==> config.mk <==
export PLATFORM = sky130hd
export DESIGN_NAME = mem_wb_writeback
export DESIGN_NICKNAME = d
export VERILOG_FILES = /design/src/rtl/mem_wb_writeback.sv
export SDC_FILE = /design/constraint.sdc
export NUM_CORES = 1
export LEC_CHECK = 0
export CORE_MARGIN = 4
export CORE_UTILIZATION = 43
export DETAILED_ROUTE_END_ITERATION = 8
export MAX_ROUTING_LAYER = met4
export PLACE_DENSITY = 0.86
export SYNTH_ARGS = -nofsm -noshare
export SYNTH_HDL_FRONTEND = slang
export SYNTH_SLANG_ARGS = --single-unit
==> constraint.sdc <==
create_clock -name clk -period 4.1 [get_ports clk]
set_input_delay 0.41 -clock clk [delete_from_list [all_inputs] [get_ports clk]]
set_output_delay 0.41 -clock clk [all_outputs]
set_load 0.02 [all_outputs]
==> src/rtl/mem_wb_writeback.sv <==
// MEM/WB pipeline register and writeback driver: captures retiring instructions,
// extracts/extends load data and drives the register file write port plus a forwarding copy.
module mem_wb_writeback (
    input  logic        clk,
    input  logic        rst_n,
    input  logic        in_valid,
    input  logic        in_flush,
    input  logic        in_reg_write,
    input  logic        in_mem_to_reg,
    input  logic [4:0]  in_dest,
    input  logic [31:0] in_alu_result,
    input  logic [31:0] in_mem_data,
    input  logic [1:0]  in_size,
    input  logic        in_unsigned,
    output logic        reg_write,
    output logic [4:0]  write_register,
    output logic [31:0] write_data,
    output logic        fwd_valid,
    output logic [4:0]  fwd_reg,
    output logic [31:0] fwd_data,
    output logic        misalign_err,
    output logic [31:0] retire_count
);

    // Little-endian sub-word selection with sign or zero extension.
    function automatic logic [31:0] load_extract(
        input logic [31:0] data,
        input logic [1:0]  lane,
        input logic [1:0]  size,
        input logic        uns
    );
        logic [7:0]  byte_v;
        logic [15:0] half_v;
        logic [31:0] res_v;
        byte_v = 8'd0;
        half_v = 16'd0;
        res_v  = data;
        case (lane)
            2'd0:    byte_v = data[7:0];
            2'd1:    byte_v = data[15:8];
            2'd2:    byte_v = data[23:16];
            2'd3:    byte_v = data[31:24];
            default: byte_v = data[7:0];
        endcase
        if (lane[1]) begin
            half_v = data[31:16];
        end else begin
            half_v = data[15:0];
        end
        case (size)
            2'd0: begin
                if (uns) begin
                    res_v = {24'd0, byte_v};
                end else begin
                    res_v = {{24{byte_v[7]}}, byte_v};
                end
            end
            2'd1: begin
                if (uns) begin
                    res_v = {16'd0, half_v};
                end else begin
                    res_v = {{16{half_v[15]}}, half_v};
                end
            end
            default: res_v = data;
        endcase
        return res_v;
    endfunction

    // Alignment rule: bytes never fault, halfwords need bit 0 clear, words (and reserved) need both low bits clear.
    function automatic logic is_misaligned(
        input logic [1:0] lane,
        input logic [1:0] size
    );
        logic mis_v;
        case (size)
            2'd0:    mis_v = 1'b0;
            2'd1:    mis_v = lane[0];
            default: mis_v = (lane != 2'd0);
        endcase
        return mis_v;
    endfunction

    logic        valid_s;
    logic        mis_s;
    logic [31:0] load_val_s;
    logic [31:0] wdata_next_s;
    logic        we_next_s;
    logic        merr_next_s;
    logic        retire_next_s;

    logic        reg_write_r;
    logic [4:0]  write_register_r;
    logic [31:0] write_data_r;
    logic        misalign_err_r;
    logic        retire_pend_r;
    logic [31:0] retire_count_r;

    // Writeback decision for the instruction leaving MEM; flush squashes it into a bubble.
    always_comb begin
        valid_s       = 1'b0;
        mis_s         = 1'b0;
        load_val_s    = 32'd0;
        wdata_next_s  = 32'd0;
        we_next_s     = 1'b0;
        merr_next_s   = 1'b0;
        retire_next_s = 1'b0;

        valid_s    = in_valid & ~in_flush;
        load_val_s = load_extract(in_mem_data, in_alu_result[1:0], in_size, in_unsigned);
        if (in_mem_to_reg) begin
            mis_s        = is_misaligned(in_alu_result[1:0], in_size);
            wdata_next_s = load_val_s;
        end else begin
            mis_s        = 1'b0;
            wdata_next_s = in_alu_result;
        end
        we_next_s     = valid_s & in_reg_write & (in_dest != 5'd0) & ~mis_s;
        merr_next_s   = valid_s & in_mem_to_reg & mis_s;
        retire_next_s = valid_s & ~mis_s;
    end

    // WB stage register: the write strobe, address and data are held here for the RF cycle.
    always_ff @(posedge clk or negedge rst_n) begin
        if (!rst_n) begin
            reg_write_r      <= 1'b0;
            write_register_r <= 5'd0;
            write_data_r     <= 32'd0;
            misalign_err_r   <= 1'b0;
            retire_pend_r    <= 1'b0;
        end else begin
            reg_write_r      <= we_next_s;
            write_register_r <= in_dest;
            write_data_r     <= wdata_next_s;
            misalign_err_r   <= merr_next_s;
            retire_pend_r    <= retire_next_s;
        end
    end

    // Retire counter advances on the edge where a good instruction leaves WB; wraps naturally.
    always_ff @(posedge clk or negedge rst_n) begin
        if (!rst_n) begin
            retire_count_r <= 32'd0;
        end else if (retire_pend_r) begin
            retire_count_r <= retire_count_r + 32'd1;
        end else begin
            retire_count_r <= retire_count_r;
        end
    end

    assign reg_write      = reg_write_r;
    assign write_register = write_register_r;
    assign write_data     = write_data_r;
    assign fwd_valid      = reg_write_r;
    assign fwd_reg        = write_register_r;
    assign fwd_data       = write_data_r;
    assign misalign_err   = misalign_err_r;
    assign retire_count   = retire_count_r;

endmodule
==> results.sh <==
export IMPL_clock_sinks=72
export IMPL_cts_resized=0
export IMPL_hold_viol_final=0
export IMPL_post_place_ws_ns=1.41
export IMPL_criticalPathCategory="in -> reg"
export IMPL_cp_required_ns=4.36
export IMPL_dp_final_hpwl_um=8670
export IMPL_min_period_ns=2.41
export IMPL_antenna_found_initial=0
export IMPL_synth_seq_area_share_pct=49.7
export IMPL_synth_seq_cells=72
export IMPL_drc=0
export IMPL_reg2regPathDepth=5
export IMPL_wl_um=11300
export IMPL_worstSetupEndpointType="flop"
export IMPL_clock_latency_ns=0.35
export IMPL_power_total_mw=2.07
export IMPL_cp_startpoint="in_alu_result[1]"
export IMPL_synthMuxAreaShare_pct=4.04
export IMPL_drive_gt1_share_pct=5.93
export IMPL_drv_slew=0
export IMPL_avgRoutedWirePerCell_um=18.5
export IMPL_fin_nets=580
export IMPL_grt_pass1_vias=3392
export IMPL_final_common_cell="clkdlybuf4s50_1"
export IMPL_initial_utilization_pct=44.1
export IMPL_status="finished, final reports clean"
export IMPL_critPathMaxFanout=15
export IMPL_p_leak_nw=2.34
export IMPL_cts_root_buf="clkbuf_8"
export IMPL_syn_avg_cell_area_sq_um=10.3
export IMPL_async_reset_ff_share_pct=100
export IMPL_synthesis_area_sq_um=3620
export IMPL_synth_ff_type="dfrtp_1"
export IMPL_worst_hold_slack_ns=0.199
export IMPL_grt_overflow_total=0
export IMPL_final_setup_viol_count=0
export IMPL_rsz0062_at_grt="no"
export IMPL_worst_slack_ns=1.69
export IMPL_cts_setup_buffers=0
export IMPL_min_path_type="in -> async"
export IMPL_finClkSkew_ns=0.0106
export IMPL_via_count=3342
export IMPL_die_area_sq_um=9960
export IMPL_ir_drop_v=0.000210
export IMPL_synth_xor_area_share_pct=7.49
export IMPL_grt_first_pass_wirelength_um=17100
export IMPL_drtIter0Drc=118
export IMPL_setup_tns_final_ns=0
export IMPL_synth_edf_count=0
export IMPL_path_clk_slew_ns=0.08
export IMPL_numPortBuffers=186
export IMPL_synthAdderAreaFrac_pct=0.345
export IMPL_pin_count=187
export IMPL_worst_setup_path_start_kind="input pin"
export IMPL_grt_util_all_layers_pct=23.0
export IMPL_power_density_nw_per_um2=373
export IMPL_h_tree_depth=3
export IMPL_yosys_warnings=0
export IMPL_synth_simple_gate_area_share_pct=14.4
export IMPL_syn_inst=353
export IMPL_cap_violations=0
export IMPL_core_sq_um=8220
export IMPL_antenna_cells=0
export IMPL_cts_buffer_depth=2
export IMPL_grt_max_degree=73
export IMPL_num_rows=33
export IMPL_dieHeight_um=99.8
export IMPL_synth_compound_area_share_pct=13.8
export IMPL_synth_top_family_by_area="simple AND/OR/NAND/NOR gates"
export IMPL_hold_buffers=0
export IMPL_synth_cell_types=37
export IMPL_r2r_start="retire_count[0]"
export IMPL_cts_tree="built"
export IMPL_post_route_period_util_pct=58.7
export IMPL_rrSetupSlack_ns=2.07
export IMPL_max_freq_mhz=416
export IMPL_die_w_um=99.8
export IMPL_antenna_left=0
export IMPL_tightestPinTransition_ns=1.08
export IMPL_slew_headroom_pct=27.5
export IMPL_via_per_inst=5.47
export IMPL_layout_common_cells="clkdlybuf4s50_1, dfrtp_1, nand2_1"
export IMPL_critPathArrivalTime_ns=2.67
export IMPL_areaGrowthSynthToFinish_pct=52.9
export IMPL_drt_pass1_iter_count=5
export IMPL_syn_nets=432
export IMPL_cts_buffers=9
export IMPL_gp_congestion=0.827
stage by stage:
step	cell area, sq um	util [%]	cells
floorplan	3620	-	353
global placement	5300	64.5	595
detailed placement	5300	64.5	595
CTS	5540	67.5	611
global route	5540	67.5	611
finish	5540	67.5	611
critical path, cell delays in order:
cell             delay [ns]
clkdlybuf4s50_1        0.79
nor2b_1                0.92
a22o_1                 0.25
a222oi_1               0.07
a21oi_1                0.22
area by class of cell:
type | instances | area [sq um]
clock buffers | 11 | 141
clock inverters | 5 | 104
fillers | 635 | 2670
inverters | 8 | 30.0
multi-input cells | 221 | 1450
flip-flops and latches | 72 | 1800
well taps | 105 | 131
repair buffers | 189 | 1880
synth_stat cells (2+ instances only):
master     n  share of area (%)
a21oi_1   26                3.6
a221oi_1   2               0.48
a222oi_1   5                1.4
a22o_1    21                5.1
and3_1     3               0.52
and4_1     3               0.73
buf_1      2               0.21
buf_4     38                7.9
clkbuf_1  10                1.0
dfrtp_1   72                 50
inv_1      8               0.83
mux2_2     7                2.2
mux4_2     3                1.9
nand2_1   34                3.5
nand2b_1   2               0.35
nand3_1    7               0.97
nand4_1   11                1.9
nor2_1    32                3.3
nor3_1     6               0.83
nor4_1     7                1.2
o21ai_0    2               0.28
o22a_1     8                1.9
xnor2_1   16                3.9
xor2_1    15                3.6
worst paths after layout:
path	to
worst max-delay path	fwd_data[2]
worst min-delay path	retire_count[5]
worst max register to register	retire_count[30]
worst min register to register	retire_count[31]
max in group asynchronous	fwd_data[18]
min in group clk	retire_count[31]
kinds of logic (layout without fill, tap and decap cells):
family | after synthesis | in the layout
and+or+nand+nor | 110 | 110
AOI/OAI and AO/OA | 69 | 69
muxes | 10 | 10
xor gates and xnor gates | 31 | 31
buffers and inverters | 60 | 213
adders and majority gates | 1 | 1
DFF | 72 | 72
per-layer routing:
| layer | part of all wire (%) | vias to the layer above | track usage [%] |
|---|---|---|---|
| met1 | 36 | 1612 | 24.8 |
| li1 | - | 1511 | - |
| met3 | 9.3 | 20 | 6.60 |
| met4 | 2.1 | 0 | 8.82 |
| met2 | 53 | 199 | 40.0 |
| met5 | 0 | - | - |
power by group:
part,total (mW),internal [mW],switching (mW)
Clock,0.697,0.421,0.276
Combinational,0.539,0.280,0.259
Sequential,0.830,0.767,0.0622
Total,2.07,1.47,0.597
Note: power is estimated with default switching activity, not from simulation.
==> variant, RTL diff (config.mk and constraints unchanged) <==
Add an input register stage for `in_mem_data`, without a reset; this delays it by one clock. The other inputs are not delayed to match.
--- a/src/rtl/mem_wb_writeback.sv
+++ b/src/rtl/mem_wb_writeback.sv
@@ -21,6 +21,12 @@
     output logic        misalign_err,
     output logic [31:0] retire_count
 );
+
+    logic [31:0] in_mem_data_q;
+
+    always_ff @(posedge clk) begin
+        in_mem_data_q <= in_mem_data;
+    end
 
     // Little-endian sub-word selection with sign or zero extension.
     function automatic logic [31:0] load_extract(
@@ -107,7 +113,7 @@
         retire_next_s = 1'b0;
 
         valid_s    = in_valid & ~in_flush;
-        load_val_s = load_extract(in_mem_data, in_alu_result[1:0], in_size, in_unsigned);
+        load_val_s = load_extract(in_mem_data_q, in_alu_result[1:0], in_size, in_unsigned);
         if (in_mem_to_reg) begin
             mis_s        = is_misaligned(in_alu_result[1:0], in_size);
             wdata_next_s = load_val_s;
Function: changed (Yosys sat finds a counterexample within 4 cycles, from zero or initial values and one cycle with rst_n low).
==> variant against the original RTL <==
  * Worst setup slack better by 0.0039 ns
  * Wire length up 2.8%
  * Non-clock buffer count unchanged
  * Core utilization down 4.0 points
  * Total power up 12%
  * Cell area up 11%
  * Sequential cell count up 32
  * Area after synthesis up 18%
  * Critical endpoint unchanged
  * Largest cell class is now flip-flops and latches
==> variant: results (changes against the original RTL) <==
[routing]
top_layer = met4  ; unchanged
dr_wl_met2_um = 6060  ; was 5980 um
met3_length_um = 980  ; was 1050 um
post_drt_wl_per_cell_um = 17.3  ; was 18.5 um
first_iter_violations = 224  ; was 118
drt-met1-wl_um = 4480  ; was 4020 um
via_count = 3439  ; was 3342

[synthesis]
yosys_warnings = 0  ; unchanged
syn_nets = 464  ; was 432
netlist_instances = 385  ; was 353
synthArstFlopShare_pct = 69.2  ; was 100%
synthTopCellsByArea = dfrtp_1 (42%), dfxtp_1 (15%), buf_4 (6.7%)  ; was dfrtp_1 (50%), buf_4 (7.9%), a22o_1 (5.1%)
synth_common_cells = dfrtp_1 (72), buf_4 (38), nand2_1 (34)  ; unchanged
synth_cell_types = 38  ; was 37
yosysSeqAreaShare_pct = 57.3  ; was 49.7%

[worst_setup_path]
worst_r2r_startpoint = retire_count[0]$_DFFE_PN0P_  ; unchanged
startpoint = in_alu_result[1]  ; unchanged
reg2reg_depth = 5  ; unchanged
timing.rr.end = retire_count[22]$_DFFE_PN0P_  ; was retire_count[30]$_DFFE_PN0P_

[global_routing]
grt_util_all_layers_pct = 20.5  ; was 23.0%
grt_pass1_wl_um = 18100  ; was 17100 um
grt_max_degree = 73  ; unchanged
grt_pass1_vias = 3568  ; was 3392
antenna_found_initial = 0  ; unchanged

[power]
switchingPower_mw = 0.663  ; was 0.597 mW
ir_worst_vdd_v = 0.000234  ; was 0.000210 V
p_leak_nw = 2.58  ; was 2.34 nW

[cts]
cts_max_path_buffers = 2  ; unchanged
post_cts_buffers = 0  ; unchanged
clk-insertion-delay-late_ns = 0.35  ; about the same
clk_pin_slew_ns = 0.10  ; was 0.08 ns
cts_buffers = 9  ; unchanged
cts-root-buf = clkbuf_8  ; unchanged

[place]
port_buffers = 186  ; unchanged
hpwl_um = 8890  ; was 8670 um
dpl_cell_area_um2 = 5970  ; was 5300 um^2
gp_congestion = 0.875  ; was 0.827
pre_cts_ws_ns = 1.40  ; was 1.41 ns
place_inst = 655  ; was 595

[final_layout]
fillers = 780  ; was 635
diodes = 0  ; unchanged
fin_cells = 671  ; was 611
nets = 612  ; was 580
drive_above_1_share_pct = 5.76  ; was 5.93%

[timing]
slew_headroom_pct = 25.4  ; was 27.5%
fin_crit_ns = 2.40  ; was 2.41 ns
holdWs_ns = 0.179  ; was 0.199 ns
fin_worst_skew_ns = 0.0133  ; was 0.0106 ns

[hold_path]
hold_path_class = in -> async  ; unchanged

[status]
outcome = finished, final reports clean  ; unchanged

==> variant: cell types whose count changed in the layout (fill, tap and decap cells not counted) <==
cell and change:
clkbuf_1 -1, clkinvlp_4 +2, clkinv_2 +1, dfxtp_1 +32, bufinv_16 -2, clkinv_4 +1, clkbuf_8 -1
==> variant: worst max-delay path: stages <==
cell,delay (ns)
clkdlybuf4s50_1,0.79
nor2b_1,0.95
a22o_1,0.25
a222oi_1,0.07
a21oi_1,0.20
==> variant: cell families after synthesis <==
logic type,after synthesis,synth area share (%)
DFF,104,57.3
and+or+nand+nor,110,12.3
AOI/OAI and AO/OA,69,11.7
adders and majority gates,1,0.293
buffers and inverters,60,8.68
muxes,10,3.43
xor gates and xnor gates,31,6.37
==> variant: layout make-up <==
cell class / instances / area, um^2 / share of cell area (%)
Sequential cell: 104 / 2440 / 39.6
Clock buffer: 9 / 124 / 2.01
Inverter: 8 / 30.0 / 0.487
Timing Repair Buffer: 189 / 1880 / 30.5
Multi-Input combinational cell: 221 / 1450 / 23.5
Clock inverter: 7 / 72.6 / 1.18
Tap cell: 133 / 166 / 2.70
==> variant: power by group through the flow <==
stage / Sequential [mW] / Clock [mW] / Combinational, mW
detailed placement: 1.19 / 0 / 0.529
global placement: 1.19 / 0 / 0.519
CTS: 1.17 / 0.648 / 0.531
floorplan: 1.24 / 0 / 0.202
finish: 1.17 / 0.624 / 0.526
global route: 1.18 / 0.688 / 0.557
==> variant: per-layer routing <==
layer | vias up | track usage [%]
met5 | - | -
met2 | 162 | 34.5
met1 | 1659 | 25.3
met3 | 7 | 4.20
met4 | 0 | 5.68
li1 | 1611 | -
